**config.mk**
```make
export PLATFORM = sky130hd
export DESIGN_NAME = stack_op_sequencer
export DESIGN_NICKNAME = d
export VERILOG_FILES = /design/src/rtl/stack_pkg.sv /design/src/rtl/stack_op_alu.sv /design/src/rtl/stack_op_sequencer.sv
export SDC_FILE = /design/constraint.sdc
export NUM_CORES = 1
export LEC_CHECK = 0
export ABC_AREA = 1
export CORE_ASPECT_RATIO = 0.9
export CORE_MARGIN = 4
export CORE_UTILIZATION = 45
export DETAILED_ROUTE_END_ITERATION = 8
export GPL_TIMING_DRIVEN = 0
export PLACE_DENSITY = 0.82
export SLEW_MARGIN = 25
export SYNTH_ARGS = -nofsm -noshare
export SYNTH_HDL_FRONTEND = slang
export SYNTH_HIERARCHICAL = 1
export SYNTH_SLANG_ARGS = --single-unit
```
**constraint.sdc**
```tcl
create_clock -name clk -period 6.65 [get_ports clk]
set_input_delay 0.9975 -clock clk [delete_from_list [all_inputs] [get_ports clk]]
set_output_delay 0.9975 -clock clk [all_outputs]
set_load 0.1 [all_outputs]
```
**src/rtl/stack_pkg.sv**
```systemverilog
// Shared definitions for the stack instruction sequencer.
// Holds opcode encodings, error codes, the FSM state type, default sizing
// and small opcode classification helpers used by the sequencer and ALU.
package stack_pkg;

    localparam int DW_DEF    = 8;
    localparam int DEPTH_DEF = 16;

    localparam logic [2:0] OP_NOP   = 3'b000;
    localparam logic [2:0] OP_PUSHI = 3'b001;
    localparam logic [2:0] OP_POP   = 3'b010;
    localparam logic [2:0] OP_ADD   = 3'b011;
    localparam logic [2:0] OP_SUB   = 3'b100;
    localparam logic [2:0] OP_AND   = 3'b101;
    localparam logic [2:0] OP_NOT   = 3'b110;
    localparam logic [2:0] OP_DUP   = 3'b111;

    localparam logic [1:0] ERR_NONE  = 2'b00;
    localparam logic [1:0] ERR_UNDER = 2'b01;
    localparam logic [1:0] ERR_OVER  = 2'b10;

    typedef enum logic [2:0] {
        IDLE    = 3'd0,
        POP_A   = 3'd1,
        POP_B   = 3'd2,
        CAP_A   = 3'd3,
        CAP_B   = 3'd4,
        PUSH_R  = 3'd5,
        PUSH_R2 = 3'd6
    } state_t;

    // Number of stack entries an opcode consumes before producing a result.
    function automatic logic [1:0] op_operands(input logic [2:0] op);
        case (op)
            OP_POP, OP_NOT, OP_DUP: op_operands = 2'd1;
            OP_ADD, OP_SUB, OP_AND: op_operands = 2'd2;
            default:                op_operands = 2'd0;
        endcase
    endfunction

    // Opcodes whose net effect grows the stack by one entry.
    function automatic logic op_grows(input logic [2:0] op);
        op_grows = (op == OP_PUSHI) || (op == OP_DUP);
    endfunction

    function automatic logic op_is_binary(input logic [2:0] op);
        op_is_binary = (op == OP_ADD) || (op == OP_SUB) || (op == OP_AND);
    endfunction

    // Opcodes whose result comes from the ALU.
    function automatic logic op_is_alu(input logic [2:0] op);
        op_is_alu = op_is_binary(op) || (op == OP_NOT);
    endfunction

endpackage

```
**src/rtl/stack_op_alu.sv**
```systemverilog
// Combinational ALU for the stack sequencer.
// Computes ADD (b+a), SUB (b-a), AND (b&a) and NOT (~a), modulo 2^DW.
// Optional macro STACK_OP_SEQ_FLAGS_EN adds carry/zero outputs.
// Ports:
//   op     in  3   opcode selecting the operation
//   a      in  DW  top-of-stack operand
//   b      in  DW  next-of-stack operand
//   result out DW  operation result
//   carry  out 1   carry-out (ADD) or borrow (SUB), else 0   [macro only]
//   zero   out 1   result == 0                               [macro only]
module stack_op_alu
    import stack_pkg::*;
#(
    parameter int DW = DW_DEF
) (
    input  logic [2:0]    op,
    input  logic [DW-1:0] a,
    input  logic [DW-1:0] b,
`ifdef STACK_OP_SEQ_FLAGS_EN
    output logic          carry,
    output logic          zero,
`endif
    output logic [DW-1:0] result
);

    logic [DW:0] sum;
    logic [DW:0] diff;
    logic        carry_int;

    always_comb begin
        sum       = {1'b0, b} + {1'b0, a};
        diff      = {1'b0, b} - {1'b0, a};
        result    = '0;
        carry_int = 1'b0;
        case (op)
            OP_ADD: begin
                result    = sum[DW-1:0];
                carry_int = sum[DW];
            end
            OP_SUB: begin
                result    = diff[DW-1:0];
                carry_int = diff[DW];
            end
            OP_AND:  result = b & a;
            OP_NOT:  result = ~a;
            default: result = '0;
        endcase
    end

`ifdef STACK_OP_SEQ_FLAGS_EN
    assign carry = carry_int;
    assign zero  = (result == '0);
`else
    // Carry only feeds the optional flags; keep it referenced so the
    // default build carries no dangling logic.
    logic unused_carry;
    assign unused_carry = carry_int;
`endif

endmodule

```
**src/rtl/stack_op_sequencer.sv**
```systemverilog
// Stack instruction sequencer: accepts one stack command at a time, checks
// it against the tracked depth, then drives push/pop strobes to an external
// LIFO (registered read data) to execute it.
// Optional macro STACK_OP_SEQ_FLAGS_EN adds flag_z / flag_c outputs.
// Ports:
//   clk, rst_n            clock, async active-low reset
//   cmd_valid/op/imm      command input; cmd_ready high only in IDLE
//   stk_push/pop/din      stack strobes and write data (Moore outputs)
//   stk_dout              stack read data, valid the cycle after stk_pop
//   res_valid/res_data    one-cycle POP result
//   depth                 tracked entry count
//   err/err_code/err_clr  sticky error status and its clear
//   flag_z/flag_c         result flags of the last ALU op [macro only]
//
// state   | meaning
// IDLE    | waiting for a command, legality check at accept
// POP_A   | pop first operand
// POP_B   | pop second operand, capture first (A)
// CAP_A   | capture A; POP returns it here
// CAP_B   | capture second operand (B)
// PUSH_R  | push result / immediate / first DUP copy
// PUSH_R2 | push second DUP copy
module stack_op_sequencer
    import stack_pkg::*;
#(
    parameter int DW    = DW_DEF,
    parameter int DEPTH = DEPTH_DEF,
    parameter int CW    = 5
) (
    input  logic          clk,
    input  logic          rst_n,
    input  logic          cmd_valid,
    input  logic [2:0]    cmd_op,
    input  logic [DW-1:0] cmd_imm,
    output logic          cmd_ready,
    output logic          stk_push,
    output logic          stk_pop,
    output logic [DW-1:0] stk_din,
    input  logic [DW-1:0] stk_dout,
    output logic          res_valid,
    output logic [DW-1:0] res_data,
    output logic [CW-1:0] depth,
`ifdef STACK_OP_SEQ_FLAGS_EN
    output logic          flag_z,
    output logic          flag_c,
`endif
    output logic          err,
    output logic [1:0]    err_code,
    input  logic          err_clr
);

    localparam logic [CW-1:0] FULL = CW'(DEPTH);

    state_t        state;
    state_t        state_nxt;
    logic          started;
    logic [2:0]    op_q;
    logic [DW-1:0] imm_q;
    logic [DW-1:0] a_q;
    logic [DW-1:0] b_q;
    logic [DW-1:0] alu_res;
    logic          accept;
    logic          under;
    logic          over;
    logic          legal;

    // started keeps cmd_ready low until the first clock after reset release.
    assign cmd_ready = started && (state == IDLE);
    assign accept    = cmd_valid && cmd_ready;
    assign under     = accept && (depth < CW'(op_operands(cmd_op)));
    assign over      = accept && !under && op_grows(cmd_op) && (depth >= FULL);
    assign legal     = accept && !under && !over;

`ifdef STACK_OP_SEQ_FLAGS_EN
    logic alu_carry;
    logic alu_zero;
`endif

    stack_op_alu #(.DW(DW)) u_alu (
        .op     (op_q),
        .a      (a_q),
        .b      (b_q),
`ifdef STACK_OP_SEQ_FLAGS_EN
        .carry  (alu_carry),
        .zero   (alu_zero),
`endif
        .result (alu_res)
    );

    always_ff @(posedge clk or negedge rst_n) begin
        if (!rst_n) begin
            state <= IDLE;
        end else begin
            state <= state_nxt;
        end
    end

    always_comb begin
        state_nxt = state;
        stk_push  = 1'b0;
        stk_pop   = 1'b0;
        stk_din   = '0;
        res_valid = 1'b0;
        res_data  = '0;
        case (state)
            IDLE: begin
                if (legal) begin
                    case (cmd_op)
                        OP_NOP:   state_nxt = IDLE;
                        OP_PUSHI: state_nxt = PUSH_R;
                        default:  state_nxt = POP_A;
                    endcase
                end
            end
            POP_A: begin
                stk_pop   = 1'b1;
                state_nxt = op_is_binary(op_q) ? POP_B : CAP_A;
            end
            POP_B: begin
                stk_pop   = 1'b1;
                state_nxt = CAP_B;
            end
            CAP_A: begin
                if (op_q == OP_POP) begin
                    res_valid = 1'b1;
                    res_data  = stk_dout;
                    state_nxt = IDLE;
                end else begin
                    state_nxt = PUSH_R;
                end
            end
            CAP_B: state_nxt = PUSH_R;
            PUSH_R: begin
                stk_push = 1'b1;
                if (op_q == OP_PUSHI) begin
                    stk_din = imm_q;
                end else if (op_q == OP_DUP) begin
                    stk_din = a_q;
                end else begin
                    stk_din = alu_res;
                end
                state_nxt = (op_q == OP_DUP) ? PUSH_R2 : IDLE;
            end
            PUSH_R2: begin
                stk_push  = 1'b1;
                stk_din   = a_q;
                state_nxt = IDLE;
            end
            default: state_nxt = IDLE;
        endcase
    end

    always_ff @(posedge clk or negedge rst_n) begin
        if (!rst_n) begin
            started  <= 1'b0;
            op_q     <= OP_NOP;
            imm_q    <= '0;
            a_q      <= '0;
            b_q      <= '0;
            depth    <= '0;
            err      <= 1'b0;
            err_code <= ERR_NONE;
        end else begin
            started <= 1'b1;
            if (accept) begin
                op_q  <= cmd_op;
                imm_q <= cmd_imm;
            end
            // A is the old top: read back in POP_B for binary ops, CAP_A otherwise.
            if (state == POP_B || state == CAP_A) begin
                a_q <= stk_dout;
            end
            if (state == CAP_B) begin
                b_q <= stk_dout;
            end
            if (stk_push) begin
                depth <= depth + 1'b1;
            end else if (stk_pop) begin
                depth <= depth - 1'b1;
            end
            // A fresh error takes priority over a simultaneous clear.
            if (under) begin
                err      <= 1'b1;
                err_code <= ERR_UNDER;
            end else if (over) begin
                err      <= 1'b1;
                err_code <= ERR_OVER;
            end else if (err_clr) begin
                err      <= 1'b0;
                err_code <= ERR_NONE;
            end
        end
    end

`ifdef STACK_OP_SEQ_FLAGS_EN
    always_ff @(posedge clk or negedge rst_n) begin
        if (!rst_n) begin
            flag_z <= 1'b0;
            flag_c <= 1'b0;
        end else if (state == PUSH_R && op_is_alu(op_q)) begin
            flag_z <= alu_zero;
            flag_c <= alu_carry;
        end
    end
`endif

endmodule
```
[After elaboration in Yosys (flattened, before gate mapping)]
Index checks and enable logic that the tools add are counted.
Cells by class
  reductions and logical operators: 21
  bitwise logic cells: 2
  equality and inequality tests: 21
  $add $sub $neg: 4
  muxes and demuxes: 25
  magnitude comparators: 2
Operators with widths (count)
  $eq A3 B3 Y1 const B: 11
  $mux W8: 4
  $pmux W8 S4: 1
  $eq A3 B2 Y1 const B: 6
  $pmux W3 S6: 1
  $pmux W8 S2: 1
  $mux W5: 2
  $eq A3 B1 Y1 const B: 3
  $mux W3: 3
  $add A8 B8 Y8: 1
  $and A8 B8 Y8: 1
  $mux W1: 8
  $not A8 Y8: 1
  $sub A8 B8 Y8: 1
  $logic_and A1 B1 Y1: 7
  $logic_not A3 Y1: 2
  $mux W2: 3
  $pmux W3 S2: 1
  $reduce_or A3 Y1: 2
  $add A5 B1 Y5 const B: 1
  $ge A5 B5 Y1 const B: 1
  $lt A5 B2 Y1: 1
  $sub A5 B1 Y5 const B: 1
  $logic_or A1 B1 Y1: 4
  6 further kinds: 8
Storage, ports and cells
  input bits: 23
  logic and storage cells: 84
  register bits: 39
  output and inout port bits: 28

[Depth between registers and ports, before layout]
  depth after elaboration: 13
  gate-level depth with buffers: 22

[Hierarchy]
The synthesis kept the hierarchy.
By module, submodules not included
  stack_op_sequencer: seq. area each 975.9 um^2, times used 1, area an instance 2145.8 um^2, cells an instance 283
  stack_op_alu: seq. area each 0.0 um^2, times used 1, area an instance 720.7 um^2, cells an instance 131

[Worst setup path before layout]
No wires, ideal clock.
  kind: register to output
  start: register a_q[0]
  end: output port stk_din[7]
  arrival: 3.679 ns
  setup slack: 1.973 ns
  stages on the path, launching flop included: 22
  path buffers: 0
  cell sequence: dfrtp_1 > inv_1 > ha_1 > inv_1 > nor3_1 > or2_1 > xor2_1 > inv_1 > ha_1 > nand2_1 > nand2_1 > nand2_1 > nand2_1 > a21oi_1 > inv_1 > nand2_1 > nand3_1 > nand2_1 > nand2_1 > o21ai_0 > nor2_1 > o22ai_1
Between the ends
  longest elaborated chain between the ends: 5
  elaborated cells between the ends (all ways): 6
RTL lines
  from (decl): line stack_op_sequencer.sv:59  | logic [DW-1:0] a_q;
  from (signal assigned): line stack_op_sequencer.sv:171  | a_q <= stk_dout;
  $sub A8 B8 Y8 / $add A8 B8 Y8 (equally long branches): line stack_op_alu.sv:32, stack_op_alu.sv:31
  $pmux W8 S4 (*): line stack_op_alu.sv:35  | case (op)
  via alu_res[7]: line stack_op_sequencer.sv:61  | logic [DW-1:0] alu_res;
  $mux W8 (*): line stack_op_sequencer.sv:137  | end else if (op_q == OP_DUP) begin
  $mux W8 (*): line stack_op_sequencer.sv:135  | if (op_q == OP_PUSHI) begin
  $pmux W8 S2 (*): line stack_op_sequencer.sv:105  | case (state)
  to (decl): line stack_op_sequencer.sv:38  | output logic [DW-1:0] stk_din,
Mark *: on every way through the listed nets, which the timed path passes. The rest lies on a longest branch.

[Worst setup path in the final report]
Same ends and word-level chain as after synthesis.

==> flow_summary.ini <==
[status]
status = finished clean

[worst_setup_path]
r2r_end = depth[4]$_DFFE_PN0P_
crit_path_start_kind = register
cpMostUsedCell = nand2_1
end_kind = output port
reg2reg_slack_ns = 4.46
crit_path_max_fanout = 5
timing.rr.start = state[0]$_DFFE_PN0P_
crit_type = reg -> out
critPathSlowestCell = clkdlybuf4s50_1
worstPathCellList = inv_1, ha_1, inv_1, nor3_1, nand3_1, nand2_1, xor2_1, inv_1, ha_1, nand2_1, inv_1, nand2_1, nand2_1, a21oi_1, inv_1, nand2_1, nand3_1, nand2_1, nand2_1, o21ai_0, nor2_1, o22ai_1, clkdlybuf4s50_1
required_ns = 5.65
cpPeakStageDelay_ns = 1.17
cp.buffers_inverters = 6
r2r_cells = 13
arrival_ns = 4.17
path_delay_family = buffers and inverters

[sta]
finClkSkew_ns = 0.01153
rsz0062_at_grt = no
final.period_utilization = 0.7764
worst_slack_ns = 1.487
fin_tns_setup_ns = 0
drv_slew = 0
fin_crit_ns = 5.163
finalSetupViolations = 0
hold_viol = 0
slew_headroom = 0.3442
tightestPinTransition_ns = 0.9806
max_freq_mhz = 193.7

[synth]
synth-xor-area-share = 0.02139
yosysUniqueCellTypes = 37
synth_top_family_by_area = simple AND/OR/NAND/NOR gates
synth_compound_area_frac = 0.1392
netlist_top_cells_count = 114 x nand2_1, 60 x inv_1, 43 x o21ai_0
synth_warnings = 6
synth-seq-area-share = 0.3405
synth_edf_count = 0
synth_fa_ha_area_frac = 0.07071
netlist_area_mm2 = 0.002866
ys.flop_type = dfrtp_1
ys_ff_latch = 39
netlist_instances = 414
synth.top_cell.area_share = 0.3405
syn_nets = 452
avgSynthCellArea_um2 = 6.924
synth_top_area_cell = dfrtp_1
synth-simple-area-share = 0.3217
muxShareOfSynthArea = 0
synthTopCellsByArea = dfrtp_1 34%, nand2_1 15%, inv_1 7.9%
async_flop_share = 1.000
yosysMostFrequentCell = nand2_1

[clock_network]
cts_hold_buf = 0
clk_pin_slew_ns = 0.07
cts_resized = 0
postCtsSetupBuffers = 0
clock_path_buffers = 2
cts_root_buf = clkbuf_8
cts_buffers = 5
cts.sinks = 39
h-tree-depth = 2
clock_latency_ns = 0.30
cts_tree = built

[min_path]
holdCritPathClass = reg -> reg
worstHoldEndpoint = imm_q[7]$_DFFE_PN0P_
hold_start = imm_q[7]$_DFFE_PN0P_
holdPathStages = 2

[route]
drt_iter0_drc = 265
drcViolationCount = 0
drt_wl_total_um = 7225
drtAntennaViolNets = 0
firstDrtPassIters = 6
via_per_inst = 5.116
wl_per_cell_um = 12.90
vias = 2865

[global_route]
grt_overflow = 0
grt_first_pass_wirelength_um = 12360
track_usage = 0.1965
grt_pass1_vias = 2650
antenna_found_initial = 0
grt_max_degree = 31

[floorplanning]
die_h_um = 83.72
num_rows = 27
initial_core_util = 0.4662
io_pins = 51
coreArea_mm2 = 0.006148
die-area_mm2 = 0.007713
die_w_um = 92.13

[finish]
diodes = 0
fin_nets = 510
synthToLayoutAreaGrowth_pct = 26.54
final_layout_size_suffix_gt1_frac = 0.07400

[job]
drv_cap = 0

[placed_design]
post-dp-hpwl_um = 5667
port_buffers = 50
routabilityCongestion = 0.8774
place_worst_setup_slack_ns = 1.870
-- registers in the layout, indices dropped and copies added, names as in the netlist --
register	count
started	1
imm_q	8
b_q	8
op_q	3
err	1
state	3
a_q	8
depth	5
err_code	2
-- kinds of logic after synthesis --
family / Yosys count
DFF: 39
AOI/OAI and AO/OA: 72
and+or+nand+nor: 207
buffers and inverters: 73
other: 1
adders and majority gates: 15
xor gates and xnor gates: 7
-- final cells by class --
| cell class | instances | area (um2) |
|---|---|---|
| fill | 536 | 2521 |
| multi-input combinational | 302 | 1589 |
| sequential | 39 | 975.9 |
| timing repair buffer | 51 | 515.5 |
| inverter | 66 | 250.2 |
| tap | 87 | 108.9 |
| clock buffer | 5 | 68.82 |
| clock inverter | 3 | 67.56 |
| buffer | 7 | 51.30 |
-- routing by layer --
metal  wire length, um  track usage
met5                 0            0
met4               138      0.07287
met2              3517       0.3289
met1              3176       0.2547
met3               393      0.03156
-- stage by stage --
step           std cells  hold WS [ns]  utilization  cell area (um2)
2_1_floorplan        414        0.4367            -             2867
3_3_place_gp         551        0.4497       0.5653             3476
3_5_place_dp         552        0.4540       0.5678             3491
4_1_cts              560        0.4731       0.5899             3627
5_1_grt              560        0.4927       0.5899             3627
6_report             560        0.4659       0.5899             3627
-- worst reg2reg max path, delay by kind of cell, from the launching register on --
kind            cells  cell delay (ns)
simple gates        7             0.82
flops               1             0.38
compound gates      1             0.19
buf+inv             4             0.37
fa+ha+maj           1             0.34
-- worst max-delay path by stage --
stage | from | endpoint | slack, ns | depth (start not counted)
6_report | a_q[0]$_DFFE_PN0P_ | stk_din[7] | 1.49 | 23
5_1_grt | a_q[1]$_DFFE_PN0P_ | stk_din[7] | 1.06 | 22
4_1_cts | a_q[0]$_DFFE_PN0P_ | stk_din[7] | 1.52 | 22
3_5_place_dp | a_q[0]$_DFFE_PN0P_ | stk_din[7] | 1.87 | 22
3_3_place_gp | a_q[0]$_DFFE_PN0P_ | stk_din[7] | 1.87 | 22
2_1_floorplan | a_q[0]$_DFFE_PN0P_ | stk_din[7] | 1.97 | 21
-- layout by cell type (no fill, tap or decap), types with 2 or more instances in the layout --
cell,netlist,layout
bufinv_16,0,2
nor2_4,2,2
nand3_2,2,2
nand3b_1,2,2
nand3_4,2,2
ha_1,13,13
nor2_2,3,3
a21o_1,2,2
clkbuf_8,0,5
dfrtp_1,39,39
o21ai_1,2,2
buf_6,2,2
clkdlybuf4s50_1,0,49
buf_2,2,3
xor2_1,7,7
inv_2,5,5
o211ai_1,3,3
buf_4,2,2
or2_1,3,3
nor2_1,35,35
o21ai_0,43,43
inv_1,60,60
o22ai_1,8,8
nand4_1,5,5
nand3_1,31,31
fa_1,2,2
nor3_1,4,4
nand2_1,114,114
a21oi_1,9,9
a31oi_1,2,2
Power is left out: the tool's default activity adds up to more than one toggle a clock period on the data nets, which glitch-free logic cannot reach.
